===== src/rtl/select_unit_pipelined.sv =====
// Pipelined minimum-energy path selector: registered comparison tree over N_B
// candidates, global-stall valid/ready pipeline, S = ceil(levels / LVL_PER_STG).
module select_unit_pipelined #(
   parameter int N_B         = 8,
   parameter int H_DEPTH     = 4,
   parameter int B_WIDTH     = 8,
   parameter int LVL_PER_STG = 2,
   localparam int IDX_W      = (N_B > 1) ? $clog2(N_B) : 1
) (
   input  logic                         clk,
   input  logic                         rst,
   input  logic                         in_valid,
   output logic                         in_ready,
   input  logic [N_B*2*B_WIDTH-1:0]     path_energies,
   input  logic [N_B*2*H_DEPTH-1:0]     path_histories,
   output logic                         out_valid,
   input  logic                         out_ready,
   output logic [2*B_WIDTH-1:0]         selected_path_energy,
   output logic [2*H_DEPTH-1:0]         selected_path_history,
   output logic [IDX_W-1:0]             selected_index
);

   localparam int EW     = 2 * B_WIDTH;
   localparam int HW     = 2 * H_DEPTH;
   localparam int LEVELS = (N_B > 1) ? $clog2(N_B) : 0;
   localparam int P      = 1 << LEVELS;
   localparam int S      = (LEVELS == 0) ? 1 : (LEVELS + LVL_PER_STG - 1) / LVL_PER_STG;

   logic         stall;
   logic [S-1:0] vld;

   assign stall     = out_valid & ~out_ready;
   assign in_ready  = ~stall;
   assign out_valid = vld[S-1];

   always_ff @(posedge clk) begin
      if (rst) begin
         vld <= '0;
      end else if (!stall) begin
         vld[0] <= in_valid;
         for (int s = 1; s < S; s++) begin
            vld[s] <= vld[s-1];
         end
      end
   end

   // Level 0 holds the leaves; level l reduces pairs of level l-1. A level is
   // registered when it closes a stage (every LVL_PER_STG levels, and the root).
   for (genvar l = 0; l <= LEVELS; l++) begin : g_lvl
      localparam int NN  = P >> l;
      localparam bit BND = (l == LEVELS) || ((l != 0) && ((l % LVL_PER_STG) == 0));

      logic [EW-1:0]    c_e [NN];
      logic [HW-1:0]    c_h [NN];
      logic [IDX_W-1:0] c_i [NN];
      logic [EW-1:0]    t_e [NN];
      logic [HW-1:0]    t_h [NN];
      logic [IDX_W-1:0] t_i [NN];

      if (l == 0) begin : g_leaf
         for (genvar n = 0; n < NN; n++) begin : g_n
            if (n < N_B) begin : g_real
               assign c_e[n] = path_energies[n*EW +: EW];
               assign c_h[n] = path_histories[n*HW +: HW];
               assign c_i[n] = IDX_W'(n);
            end else begin : g_pad
               assign c_e[n] = '1;
               assign c_h[n] = '0;
               assign c_i[n] = '0;
            end
         end
      end else begin : g_node
         for (genvar n = 0; n < NN; n++) begin : g_n
            // Ties go left: the left subtree always carries the lower indices,
            // and pads only ever sit to the right of every real leaf.
            logic sel_a;
            assign sel_a  = (g_lvl[l-1].t_e[2*n] <= g_lvl[l-1].t_e[2*n+1]);
            assign c_e[n] = sel_a ? g_lvl[l-1].t_e[2*n] : g_lvl[l-1].t_e[2*n+1];
            assign c_h[n] = sel_a ? g_lvl[l-1].t_h[2*n] : g_lvl[l-1].t_h[2*n+1];
            assign c_i[n] = sel_a ? g_lvl[l-1].t_i[2*n] : g_lvl[l-1].t_i[2*n+1];
         end
      end

      if (BND) begin : g_reg
         always_ff @(posedge clk) begin
            if (rst) begin
               for (int n = 0; n < NN; n++) begin
                  t_e[n] <= '0;
                  t_h[n] <= '0;
                  t_i[n] <= '0;
               end
            end else if (!stall) begin
               t_e <= c_e;
               t_h <= c_h;
               t_i <= c_i;
            end
         end
      end else begin : g_comb
         assign t_e = c_e;
         assign t_h = c_h;
         assign t_i = c_i;
      end
   end

   assign selected_path_energy  = g_lvl[LEVELS].t_e[0];
   assign selected_path_history = g_lvl[LEVELS].t_h[0];
   assign selected_index        = g_lvl[LEVELS].t_i[0];

endmodule


===== config.mk =====
export PLATFORM = sky130hd
export DESIGN_NAME = select_unit_pipelined
export DESIGN_NICKNAME = d
export VERILOG_FILES = /design/src/rtl/select_unit_pipelined.sv
export SDC_FILE = /design/constraint.sdc
export NUM_CORES = 1
export LEC_CHECK = 0
export ABC_AREA = 1
export CELL_PAD_IN_SITES_DETAIL_PLACEMENT = 0
export CELL_PAD_IN_SITES_GLOBAL_PLACEMENT = 2
export CORE_UTILIZATION = 26
export CTS_CLUSTER_DIAMETER = 30
export CTS_CLUSTER_SIZE = 24
export DETAILED_ROUTE_END_ITERATION = 6
export PLACE_DENSITY = 0.81
export SETUP_SLACK_MARGIN = 0.5
export SKIP_LAST_GASP = 1
export SLEW_MARGIN = 20
export SYNTH_ARGS = -nofsm -noshare
export SYNTH_HDL_FRONTEND = slang
export SYNTH_SLANG_ARGS = --single-unit

===== constraint.sdc =====
create_clock -name clk -period 3.5 [get_ports clk]
set_input_delay 0.525 -clock clk [delete_from_list [all_inputs] [get_ports clk]]
set_output_delay 0.525 -clock clk [all_outputs]
set_load 0.005 [all_outputs]

==> flow_summary_export.csv, run 1 <==
group,metric,value,unit
sta,rsz0062_at_grt,"true",
synthesis,synth_nets,1701,
final_layout,final-seq-area,0.001642,mm²
final_layout,multi_input_area,0.008589,mm²
placed_design,port_buffers,224,
sta,worst_slew_pin_slew,681.9,ps
floorplanning,pin_count,225,
cts,path_clk_slew,60,ps
synthesis,postSynthCellCount,1393,
critical_path,critPathKind,"in -> reg",
detailed_routing,drtIter0Drc,378,
synthesis,yosys.area.top_type,"dfxtp_1",
cts,cts_max_path_buffers,2,
final_layout,drive_gt1_share,52.43,%
final_layout,nNetsFinal,2238,
critical_path,crit_path_max_incr_delay,270,ps
synthesis,synth_edf_count,0,
sta,setup_tns,0,ps
sta,finalMaxSlewViolations,0,
power,p_total,6075,µW
detailed_routing,wl_met2,17.48,mm
cts,h-tree-depth,3,
global_route,grt_max_degree,63,
sta,fin_crit_sh,93.51,%
final_layout,synthToLayoutAreaGrowth,96.56,%
global_route,grt_pass1_wl,53.58,mm
floorplanning,die_h,184.4,µm
global_route,grt_pass1_vias,10710,
detailed_routing,m1WireLength,15.55,mm
floorplanning,die-area,0.03400,mm²
synthesis,yosysSeqAreaShare,18.98,%
synthesis,yosysTopAreaCellShare,18.98,%
job,drv_cap,0,
power,power_leakage,0.008690,µW
hold_path,worst_hold_startpoint,"vld[0]$_SDFFE_PP0N_",
hold_path,hp-class,"reg -> reg",
synthesis,synth_area_per_cell,6.209,µm²
global_route,grt_usage,19.79,%
detailed_routing,viasPerCell,4.516,
synthesis,syn_area,0.008650,mm²
cts,cts-root-buf,"clkbuf_16",
critical_path,arrival,3570,ps
detailed_routing,wire_per_inst,14.73,µm
critical_path,worst_path_max_delay_cell,"ha_4",
status,outcome,"finished clean",
sta,fin_hold_ws,453.2,ps
power,ir_worst_vdd,0.2263,mV
floorplanning,coreArea,0.03262,mm²
detailed_routing,via_count,10730,
detailed_routing,drt-total-wl,35.01,mm
sta,finalCriticalPeriod,3273,ps
floorplanning,fp.dieW,184.4,µm
sta,finalSetupViolations,0,
critical_path,r2r-start,"g_lvl[2].t_e[15]$_SDFFE_PP0N_",
cts,cts_tree,"yes",
global_route,gr-total-overflow,0,
floorplanning,initial_core_util,26.52,%
cts,clk_latency,350,ps
final_layout,fill_cells,3124,
power,p_per_area,357.3,mW/mm²
detailed_routing,first_pass_iters,5,
detailed_routing,final_antenna_net_count,0,
synthesis,ys_top_cells_by_area,"dfxtp_1, nand2_1, ha_1, nand3_1, inv_1",
synthesis,yosys_warnings,0,
placed_design,gp_congestion,0.8965,
critical_path,end_kind,"flip-flop",
sta,max_freq,305.6,MHz
critical_path,startpoint,"path_energies[83]",
cts,numCtsBuffers,9,
synthesis,yosysMostFrequentCell,"nand2_1",
final_layout,antenna_cells,0,
global_route,antenna_found_initial,0,
placed_design,dp.final_hpwl,25.02,mm
detailed_routing,routed.top_layer,"met4",
critical_path,cp-start-kind,"primary input",
critical_path,critPathRequiredTime,3790,ps
sta,finalHoldViolCount,0,
synthesis,async_flop_share,0,%
cts,cts_sinks,82,
sta,slew_headroom,54.54,%
critical_path,cp_max_fo,8,
synthesis,synth_ff_type,"dfxtp_1",
floorplanning,rows,66,
detailed_routing,drc,0,
synthesis,synth-seq-cells,82,
detailed_routing,wl_met3,1.268,mm
synthesis,synth_commonest_cells,"nand2_1, inv_1, nand3_1",
sta,fin_skew,9.780,ps
synthesis,synth.distinct_cells,36,
[state kept, by name, indices dropped and copies added, names as in the netlist]
signal,count
g_lvl.t_h,16
vld,2
selected_index,3
g_lvl.t_e,32
selected_path_energy,16
selected_path_history,8
g_lvl.t_i,5
[what timing repair did]
action	CTS	global route
pin swaps	168	208
setup endpoints to repair	52	52
hold endpoints to repair	0	0
cloned	8	1
hold buffers	0	0
setup buffers	82	41
resized for setup	677	372
[worst max-delay path, delay by kind of cell]
family	cells	cell delay [ps]
adders and majority gates	2	500
AOI/OAI and AO/OA	1	200
and+or+nand+nor	17	1460
buffers and inverters	8	850
[logic make-up (layout without fill, tap and decap cells)]
family / Yosys count / after routing / share of synthesized area, %
simple gates: 760 / 762 / 41.56
buf+inv: 311 / 850 / 15.15
fa+ha+maj: 112 / 112 / 16.20
flops: 82 / 82 / 18.98
compound gates: 128 / 128 / 8.115
[worst paths after layout]
path,to,slack [ps],depth (start not counted)
worst max-delay path,g_lvl[2].t_e[3]$_SDFFE_PP0N_,230,28
worst min register to register,vld[0]$_SDFFE_PP0N_,450,2
worst min-delay path,vld[0]$_SDFFE_PP0N_,450,2
worst max register to register,selected_path_energy[3]$_SDFFE_PP0N_,1000,11
[per-layer routing]
metal	track usage [%]	vias up
met3	2.490	45
met1	24.83	4968
li1	-	5501
met5	0	-
met2	35.49	215
met4	4.833	0
[layout by cell type (no fill, tap or decap), drive strengths merged, types with 22 or more instances in the layout]
master | synthesis | final
nand2 | 450 | 451
buf | 41 | 398
inv | 252 | 252
nand3 | 219 | 219
ha | 112 | 112
clkdlybuf4s50 | 0 | 96
dfxtp | 82 | 82
clkbuf | 17 | 72
o21ai | 55 | 55
a21oi | 48 | 48
nor2 | 43 | 44
nand3b | 22 | 22
clkdlybuf4s15 | 0 | 22
[power by group]
part / internal [µW] / switching, µW / total [µW]
combinational: 1840 / 1960 / 3800
sequential: 1130 / 122 / 1250
clock: 625 / 403 / 1030
[area by class of cell]
class	count	share of cell area [%]
clock buffers	9	1.325
clock inverters	6	0.5372
inverters	253	5.681
multi-input cells	1002	50.52
flip-flops and latches	82	9.656
well taps	442	3.253
repair buffers	582	29.03
[per-stage QoR]
stage                     area (µm²)  utilization, %  std cells  worst slack (ps)
after global routing           17000           52.12       2376             78.50
after global placement         12920           39.62       2229            -531.6
after floorplan                 8740               -       1393             501.1
after CTS                      15820           48.50       2334             298.9
after detailed placement       12920           39.62       2229            -509.2
final                          17000           52.12       2376             227.2
Note: power is estimated with default switching activity, not from simulation.
==> run 2, diff against run 1 <==
--- a/config.mk
+++ b/config.mk
@@ -8,6 +8,7 @@
 export ABC_AREA = 1
 export CELL_PAD_IN_SITES_DETAIL_PLACEMENT = 0
 export CELL_PAD_IN_SITES_GLOBAL_PLACEMENT = 2
+export CORE_MARGIN = 8
 export CORE_UTILIZATION = 26
 export CTS_CLUSTER_DIAMETER = 30
 export CTS_CLUSTER_SIZE = 24
==> run 2 against run 1 <==
Effect of this change:
- routed wire length is 4.9% higher
- worst hold slack improved by 3.7 ps
- setup slack gained 13 ps
- design area fell by 1.8%
- sequential share of layout area rose by 0.18 points
- count of clock-buffer cells in the layout grew 1
- largest cell class unchanged
- largest power group unchanged
==> flow_summary_export.csv, run 2 (synthesis gave the netlist of run 1 again) <==
group,metric,value,unit
detailed_routing,first_pass_iters,4,
critical_path,cp-start-kind,"primary input",
sta,fin_skew,9.478,ps
power,ir_worst_vdd,0.2505,mV
power,p_per_area,344.4,mW/mm²
final_layout,fill_cells,3140,
power,comb_power_share,60.1,%
critical_path,critPathRequiredTime,3800,ps
hold_path,min_path_cells,2,
floorplanning,fp.dieW,198.4,µm
placed_design,post_dp_cell_area,0.01312,mm²
job,drv_cap,0,
final_layout,stdcell_area,0.01669,mm²
global_route,antenna_found_initial,4,
hold_path,hp-class,"reg -> reg",
critical_path,reg2reg_depth,11,
final_layout,final_cell_mix,"nand2_1, buf_4, inv_1",
sta,fin_hold_ws,457.0,ps
global_route,grt_max_degree,66,
final_layout,nNetsFinal,2228,
power,internal-power,3443,µW
detailed_routing,via_count,10590,
global_route,grt_usage,17.06,%
status,outcome,"finished clean",
critical_path,cp_max_fo,5,
placed_design,dp.final_hpwl,26.42,mm
power,power_leakage,0.009008,µW
global_route,gr-total-overflow,0,
sta,max_freq,306.8,MHz
cts,numCtsBuffers,9,
floorplanning,rows,66,
sta,rsz0062_at_grt,"true",
power,p_sw_share,40.11,%
cts,cts_max_path_buffers,2,
power,netSwitchingPower,2306,µW
floorplanning,coreArea,0.03262,mm²
floorplanning,die_h,198.4,µm
global_route,grt_pass1_wl,54.40,mm
sta,slew_headroom,57.76,%
sta,finalMaxSlewViolations,0,
placed_design,gp_congestion,0.8303,
final_layout,largest_register_ffs,32,
detailed_routing,viasPerCell,4.471,
cts,cts_tree,"yes",
detailed_routing,drc,0,
sta,finalCriticalPeriod,3259,ps
sta,finalHoldViolCount,0,
global_route,grt_pass1_vias,10490,
floorplanning,initial_core_util,26.52,%
detailed_routing,wire_per_inst,15.50,µm
final_layout,final_common_cell,"nand2_1",
final_layout,drive_gt1_share,43.48,%
cts,path_clk_slew,70,ps
critical_path,critPathKind,"in -> reg",
cts,clk_latency,350,ps
final_layout,regMostFlops,"g_lvl.t_e",
critical_path,arrival,3560,ps
cts,cts_sinks,82,
cts,h-tree-depth,3,
sta,finalSetupViolations,0,
final_layout,multi_input_area,0.007875,mm²
final_layout,synthToLayoutAreaGrowth,92.98,%
detailed_routing,drtIter0Drc,296,
detailed_routing,final_antenna_net_count,0,
sta,worst_slew_pin_slew,633.7,ps
floorplanning,die-area,0.03936,mm²
floorplanning,pin_count,225,
critical_path,end_kind,"flip-flop",
detailed_routing,drt-total-wl,36.71,mm
sta,fin_crit_sh,93.12,%
final_layout,final-seq-area,0.001642,mm²
power,power_frac_clock,18.0,%
cts,cts_hold_buf,0,
power,p_seq_share,21.8,%
placed_design,port_buffers,224,
cts,cts-root-buf,"clkbuf_16",
[run 2: cell types whose count changed in the layout (fill, tap and decap cells not counted), sizes merged]
cell and delta:
buf -47, clkbuf -29, dlygate4sd2 +2, dlymetal6s2s +67, diode +1, clkdlybuf4s15 -8, nand2 +6
[run 2: layout make-up]
| class | count | area share, % |
|---|---|---|
| sequential | 82 | 9.834 |
| antenna | 1 | 0.01499 |
| tap | 442 | 3.313 |
| clock buffer | 10 | 1.372 |
| inverter | 253 | 5.757 |
| timing repair buffer | 566 | 31.98 |
| clock inverter | 6 | 0.5472 |
| multi-input combinational | 1008 | 47.18 |
[run 2: worst max-delay path, stage by stage]
cell           delay [ps]
dlygate4sd2_1         270
ha_1                  300
nand2_2                80
nor3_4                230
nand3_4               160
buf_12                180
buf_12                130
nand3_2                70
nand2_2                90
ha_4                  280
nand4_1               140
nor2_2                160
buf_4                 140
nand3_4                80
a21oi_2               180
buf_6                 170
buf_8                 150
nand2_2                60
nand3_2                60
nand2_1                50
inv_1                  60
[run 2: final timing paths]
| kind | startpoint | end | slack [ps] |
|---|---|---|---|
| worst max-delay path | path_energies[12] | g_lvl[2].t_e[19]$_SDFFE_PP0N_ | 240 |
| worst min-delay path | g_lvl[2].t_i[1]$_SDFFE_PP0N_ | g_lvl[2].t_i[1]$_SDFFE_PP0N_ | 460 |
| worst max register to register | g_lvl[2].t_e[15]$_SDFFE_PP0N_ | selected_path_energy[2]$_SDFFE_PP0N_ | 1000 |
| worst min register to register | g_lvl[2].t_i[1]$_SDFFE_PP0N_ | g_lvl[2].t_i[1]$_SDFFE_PP0N_ | 460 |
[run 2: through the flow]
step                cells  total power, µW  util (%)  setup TNS (ps)  worst slack (ps)
floorplan            1393             2734         -               0             501.1
global placement     2256             3884     40.21          -22190            -540.5
detailed placement   2256             3904     40.21          -23140            -561.3
CTS                  2325             5316     45.06          -15.52            -10.66
global route         2368             6222     51.17               0             120.6
finish               2368             5749     51.17               0             240.6
[run 2: timing repair]
item / CTS / global route
pin swaps: 24 / 165
setup buffers: 42 / 35
setup endpoints to repair: 52 / 52
gates cloned: 11 / 7
resized for setup: 207 / 485
[run 2: per-layer routing]
layer | global-route usage [%] | vias to the layer above | share of wire (%)
li1 | - | 5477 | -
met1 | 21.33 | 4848 | 44
met2 | 29.57 | 209 | 50
met3 | 3.329 | 48 | 4.5
met4 | 4.480 | 6 | 2.0
met5 | 0 | - | 0.082
[run 2: power by group through the flow]
| stage | clock [µW] | sequential, µW | combinational [µW] |
|---|---|---|---|
| floorplan | 0 | 1240 | 1500 |
| global placement | 0 | 1280 | 2610 |
| detailed placement | 0 | 1280 | 2630 |
| CTS | 1070 | 1260 | 2980 |
| global route | 1110 | 1280 | 3830 |
| finish | 1040 | 1260 | 3460 |
